--- src/rtl/alu_pipe_pkg.sv ---
// Shared ALU definitions for the execute lanes.
// The operation encoding is 5 bits wide; unused codes are reported as illegal by alu_core.
package cpu_defs;

   typedef enum logic [4:0] {
      OpAdd  = 5'd0,
      OpSub  = 5'd1,
      OpAnd  = 5'd2,
      OpOr   = 5'd3,
      OpXor  = 5'd4,
      OpSll  = 5'd5,
      OpSrl  = 5'd6,
      OpSra  = 5'd7,
      OpSlt  = 5'd8,
      OpSltu = 5'd9,
      OpMul  = 5'd10
   } alu_op_t;

endpackage

--- src/rtl/alu_pipe_core.sv ---
// Combinational ALU datapath: op/a/b -> result plus an illegal-encoding flag.
// Build option ALU_MUL_EN adds OpMul (low XLEN bits of a*b); without it OpMul is illegal.
module alu_core
   import cpu_defs::*;
#(
   parameter int unsigned XLEN = 32
) (
   input  alu_op_t           i_op,
   input  logic [XLEN-1:0]   i_a,
   input  logic [XLEN-1:0]   i_b,
   output logic [XLEN-1:0]   o_result,
   output logic              o_illegal
);

   localparam int unsigned ShW = $clog2(XLEN);

   // Only the low log2(XLEN) bits of b form the shift amount.
   logic [ShW-1:0] w_shamt;
   assign w_shamt = i_b[ShW-1:0];

   always_comb begin
      o_result  = '0;
      o_illegal = 1'b0;
      case (i_op)
         OpAdd:  o_result = i_a + i_b;
         OpSub:  o_result = i_a - i_b;
         OpAnd:  o_result = i_a & i_b;
         OpOr:   o_result = i_a | i_b;
         OpXor:  o_result = i_a ^ i_b;
         OpSll:  o_result = i_a << w_shamt;
         OpSrl:  o_result = i_a >> w_shamt;
         OpSra:  o_result = $unsigned($signed(i_a) >>> w_shamt);
         OpSlt:  o_result = {{(XLEN-1){1'b0}}, ($signed(i_a) < $signed(i_b))};
         OpSltu: o_result = {{(XLEN-1){1'b0}}, (i_a < i_b)};
`ifdef ALU_MUL_EN
         OpMul:  o_result = i_a * i_b;
`endif
         default: begin
            o_result  = '0;
            o_illegal = 1'b1;
         end
      endcase
   end

endmodule

--- src/rtl/alu_pipe.sv ---
// Pipelined execute ALU: compute registered in stage 0, STAGES-1 delay stages, valid/ready both ends.
// Build option ALU_MUL_EN enables OpMul and then requires STAGES >= 2.
module alu_pipe
   import cpu_defs::*;
#(
   parameter int unsigned XLEN   = 32,
   parameter int unsigned STAGES = 2,
   parameter int unsigned TAG_W  = 8
) (
   input  logic              clk,
   input  logic              rst,
   input  logic              in_valid,
   output logic              in_ready,
   input  alu_op_t           in_op,
   input  logic [XLEN-1:0]   in_a,
   input  logic [XLEN-1:0]   in_b,
   input  logic [TAG_W-1:0]  in_tag,
   output logic              out_valid,
   input  logic              out_ready,
   output logic [XLEN-1:0]   out_result,
   output logic [TAG_W-1:0]  out_tag,
   output logic              out_zero,
   output logic              out_illegal
);

   typedef struct packed {
      logic              valid;
      logic [XLEN-1:0]   result;
      logic [TAG_W-1:0]  tag;
      logic              zero;
      logic              illegal;
   } alu_stage_t;

   if (STAGES < 1) begin : g_stages_check
      $error("alu_pipe: STAGES must be >= 1");
   end
   if (XLEN < 8) begin : g_xlen_check
      $error("alu_pipe: XLEN must be >= 8");
   end
`ifdef ALU_MUL_EN
   if (STAGES < 2) begin : g_mul_stages_check
      $error("alu_pipe: ALU_MUL_EN requires STAGES >= 2");
   end
`endif

   alu_stage_t        r_pipe [STAGES];
   alu_stage_t        w_stage0;
   logic [XLEN-1:0]   w_result;
   logic              w_illegal;
   logic              w_advance;

   alu_core #(
      .XLEN (XLEN)
   ) u_core (
      .i_op      (in_op),
      .i_a       (in_a),
      .i_b       (in_b),
      .o_result  (w_result),
      .o_illegal (w_illegal)
   );

   // Bubbles carry all-zero payload so idle stages never hold stale data.
   always_comb begin
      w_stage0 = '0;
      if (in_valid) begin
         w_stage0.valid   = 1'b1;
         w_stage0.result  = w_result;
         w_stage0.tag     = in_tag;
         w_stage0.zero    = (w_result == '0);
         w_stage0.illegal = w_illegal;
      end
   end

   assign w_advance = !r_pipe[STAGES-1].valid || out_ready;
   assign in_ready  = w_advance && !rst;

   always_ff @(posedge clk) begin
      if (rst) begin
         for (int i = 0; i < int'(STAGES); i++) begin
            r_pipe[i] <= '0;
         end
      end else if (w_advance) begin
         r_pipe[0] <= w_stage0;
         for (int i = 1; i < int'(STAGES); i++) begin
            r_pipe[i] <= r_pipe[i-1];
         end
      end
   end

   assign out_valid   = r_pipe[STAGES-1].valid;
   assign out_result  = r_pipe[STAGES-1].result;
   assign out_tag     = r_pipe[STAGES-1].tag;
   assign out_zero    = r_pipe[STAGES-1].zero;
   assign out_illegal = r_pipe[STAGES-1].illegal;

endmodule

--- config.mk ---
export PLATFORM = sky130hd
export DESIGN_NAME = alu_pipe
export DESIGN_NICKNAME = d
export VERILOG_FILES = /design/src/rtl/alu_pipe_pkg.sv /design/src/rtl/alu_pipe_core.sv /design/src/rtl/alu_pipe.sv
export SDC_FILE = /design/constraint.sdc
export NUM_CORES = 1
export LEC_CHECK = 0
export CAP_MARGIN = 5
export CORE_MARGIN = 5
export CORE_UTILIZATION = 35
export CTS_BUF_LIST = sky130_fd_sc_hd__clkbuf_2
export CTS_CLUSTER_SIZE = 10
export DETAILED_ROUTE_END_ITERATION = 7
export GPL_TIMING_DRIVEN = 0
export PLACE_DENSITY = 0.53
export SYNTH_ARGS = -nofsm -noshare
export SYNTH_HDL_FRONTEND = slang
export SYNTH_SLANG_ARGS = --single-unit
export TNS_END_PERCENT = 5
--- constraint.sdc ---
create_clock -name clk -period 5.1 [get_ports clk]
set_input_delay 1.02 -clock clk [delete_from_list [all_inputs] [get_ports clk]]
set_output_delay 1.02 -clock clk [all_outputs]
set_load 0.05 [all_outputs]
==> results.yml, run 1 <==
status:
  status: "complete, but fails checks"
  violations: "negative setup slack"
hold_path:
  holdPathEnd: "r_pipe[0][75]$_SDFFCE_PN0P_"
  hp-start: "r_pipe[0][32]$_SDFFCE_PN0P_"
  hp-class: "flop to flop"
  min_path_cells: 1
synthesis:
  yosys_most_used_dff: "edfxtp_1"
  synth_edf_count: 86
  ys_warn_count: 0
  ys_ff_latch: 86
  synth_area_per_cell_um2: 7.98
  yosysSeqAreaShare_pct: 19.4
  synth_nets: 1853
  syn-instance-count: 1671
  yosysUniqueCellTypes: 85
  synthArstFlopShare_pct: 0
  syn-cell-area_mm2: 0.0133
grt:
  grt_pass1_vias: 14500
  grt_max_degree: 21
  grt_use_total_pct: 33.9
  grt_antenna_before_repair: 2
  grt-ovfl-total: 0
  grt_pass1_wl_mm: 104
clock_tree:
  cts_tree: "built"
  cts.htree.levels: 3
  insertion_delay_ps: 500
  clk_pin_slew_ps: 210
  cts_buffer_depth: 2
  root_buffer: "clkbuf_2"
  clock_sinks: 86
  cts_buffers: 9
detailed_routing:
  routed_wirelength_mm: 73.6
  drt_pass1_iterations: 6
  antenna_left: 0
  drtIter0Drc: 1760
  drt-wirelength-per-cell_um: 31.5
  viasPerCell: 6.44
  drc: 0
  dr_total_vias: 15000
final_layout:
  reg_top3: "r_pipe (86)"
  area_growth_pct: 19.5
  largest_reg_flops: 86
  multi_input_area_mm2: 0.00986
  regMostFlops: "r_pipe"
  final_area_mm2: 0.0159
  nFillCells: 3991
  final_nets: 2000
  regArea_mm2: 0.00258
  utilization_pct: 42.3
  finalNonFillerCells: 2335
  drive_above_1_share_pct: 14.5
sta:
  period_needed_ps: 5160
  hold_viol: 0
  fin_ws_ps: -60.9
  slew_headroom_pct: 12.8
  slew_viol_final: 0
  finClkSkew_ps: 35.9
  rsz0062_at_grt: "no"
  tightestPinTransition_ps: 1300
  fin_crit_sh_pct: 101
  max_freq_mhz: 194
  setup_violations: 1
  finalSetupTns_ps: -60.9
worst_setup_path:
  r2r_cells: 8
  required_ps: 5470
  reg2reg_slack_ps: 2240
  crit_path_start_kind: "input port"
  worstSetupPathType: "input port to flop"
  r2r-start: "r_pipe[0][85]$_SDFFCE_PN0P_"
  critPathMaxFanout: 13
  cp_data_arrival_time_ps: 5530
  end_kind: "flop"
  regToRegEndpoint: "r_pipe[0][1]$_SDFFCE_PN0P_"
floorplan:
  coreArea_mm2: 0.0377
  die_h_um: 205
  die_area_mm2: 0.0421
  io_pins: 125
  die_w_um: 205
  rows: 71
  start_util_pct: 35.4
power_and_ir_drop:
  finalPower_mw: 2.67
  ir_drop_mv: 0.141
  p_per_area_mw_per_mm2: 168
  leakage_nw: 6.61
place:
  placed_cells: 2310
  dp_hpwl_mm: 60.1
  io_buffer_count: 124
  gp_congestion: 1.07
  placed_cell_area_mm2: 0.0153
run:
  cap_viol_max_count: 0
worst max path at each step:
| stage | to | slack [ps] | startpoint | cells after the start |
|---|---|---|---|---|
| 2_1_floorplan | r_pipe[0][1]$_SDFFCE_PN0P_ | 60 | in_b[1] | 17 |
| 3_3_place_gp | r_pipe[0][1]$_SDFFCE_PN0P_ | -2280 | in_b[1] | 18 |
| 3_5_place_dp | r_pipe[0][1]$_SDFFCE_PN0P_ | -2290 | in_b[1] | 18 |
| 4_1_cts | r_pipe[0][1]$_SDFFCE_PN0P_ | 0.2 | in_a[5] | 15 |
| 5_1_grt | r_pipe[0][1]$_SDFFCE_PN0P_ | 10 | in_b[2] | 18 |
| 6_report | r_pipe[0][1]$_SDFFCE_PN0P_ | -60 | in_a[7] | 14 |
power breakdown:
part	leakage, nW	switching [mW]	internal (mW)
sequential	1.03	0.00801	0.814
clock	0.0763	0.218	0.119
combinational	5.50	0.988	0.527
total	6.61	1.21	1.46
cell families (layout without fill, tap and decap cells):
| kind of cell | after synthesis | count (layout) | synth area share (%) |
|---|---|---|---|
| multiplexers | 128 | 128 | 13.4 |
| other | 0 | 1 | 0 |
| AND/OR/NAND/NOR | 584 | 584 | 21.8 |
| AO/OA/AOI/OAI | 491 | 491 | 25.4 |
| XOR/XNOR | 18 | 18 | 1.18 |
| adder cells (fa/ha/maj) | 101 | 101 | 9.58 |
| buffers and inverters | 263 | 415 | 9.33 |
| flip-flops | 86 | 86 | 19.4 |
critical path, stage by stage:
cell and delay, ps:
dlygate4sd2_1 710, inv_1 340, ha_1 450, or3_1 400, or4_1 430, a21oi_2 210, o21ai_1 210, a21boi_2 250
nor2_1 110, o31ai_1 300, mux2i_1 220, nand3_1 170, or4_1 600, nor2_1 110
repair_timing:
| item | CTS | global route |
|---|---|---|
| pin swaps | 7 | 9 |
| setup endpoints to repair | 26 | 2 |
| resized for setup | 86 | 27 |
| hold endpoints to repair | 0 | 0 |
| hold buffers | 0 | 0 |
| buffers inserted | 8 | 3 |
synth_stat cells, types with 7 or more instances:
cell type    n  area (um2)
a31oi_1     16         100
buf_2       27         135
and3_1      24         150
ha_1        99        1240
a221o_1      7        70.1
o211ai_1    27         203
nand4_1     14        87.6
a2111oi_0   11        96.3
clkbuf_1    72         270
buf_4       44         330
and2_1      65         407
o21a_1      15         113
nor2_1     140         526
o31a_1       7        61.3
or3_1        7        43.8
a21o_1      24         180
or2_2        8        50.1
o31ai_1     14         105
mux2_2      37         417
a21oi_1    105         526
nand3_1     43         215
a22oi_1     10        75.1
or4_1        8        60.1
nor4_1      22         138
nor3b_1      7        52.6
nor3_1      52         260
o2bb2ai_1    8        70.1
o221ai_1    12         105
mux2i_1     55         551
mux4_2      35         788
a211oi_1    33         248
a221oi_1    16         140
a211o_1     11        96.3
o21ai_0     81         405
o22ai_1     21         131
edfxtp_1    86        2580
inv_1       95         357
xnor2_1     15         131
nand2b_1    19         119
buf_1       19        71.3
nor2b_1     17         106
nand2_1    138         518
metrics by stage:
step                hold WS, ps  setup WS (ps)
CTS                         509          0.152
finish                      511          -60.9
floorplan                   497           58.3
global placement            498          -2280
detailed placement          501          -2290
global route                525           14.4
area by class of cell:
class | instances | share of cell area (%)
multi-input cells | 1322 | 61.8
flip-flops and latches | 86 | 16.2
repair buffers | 139 | 8.85
plain buffers | 164 | 6.04
well taps | 511 | 4.01
inverters | 96 | 2.34
clock inverters | 5 | 0.361
clock buffers | 11 | 0.345
diodes | 1 | 0.0157
cells in the final DEF (no fill, tap or decap), drive strengths merged, types with 8 or more instances in the layout:
cell type	Yosys	final
mux2i	55	55
and3	24	24
a2111oi	14	14
nand2b	19	19
xnor2	15	15
a31oi	16	16
mux2	37	37
nor2	140	140
a22oi	10	10
o21ai	86	86
nand2	138	138
o21a	15	15
and2	66	66
edfxtp	86	86
or2	9	9
a21o	24	24
nor2b	17	17
nand4	14	14
a211oi	33	33
clkbuf	72	81
o211ai	27	27
or4	8	8
a211o	11	11
a21oi	105	105
clkdlybuf4s50	0	117
o22ai	21	21
nor3	52	52
a221oi	16	16
mux4	36	36
ha	99	99
buf	95	109
nor3b	8	8
o221ai	12	12
inv	96	95
nor4	22	22
nand3	43	43
o31ai	14	14
o2bb2ai	8	8
layer usage:
metal  vias up  track usage (%)  share of wire, %
met2       968             54.9                45
met3       261             5.36               8.6
li1       6516                -                 -
met5         -                0             0.019
met1      7299             42.2                38
met4         2             21.1               8.0
(Power assumes the default switching activity.)
==> run 2: changes to the inputs <==
--- a/config.mk
+++ b/config.mk
@@ -16,4 +16,4 @@
 export SYNTH_ARGS = -nofsm -noshare
 export SYNTH_HDL_FRONTEND = slang
 export SYNTH_SLANG_ARGS = --single-unit
-export TNS_END_PERCENT = 5
+export TNS_END_PERCENT = 10
==> results of run 2 <==
Same layout as run 1: the final DEF is identical, and so are final timing and power.
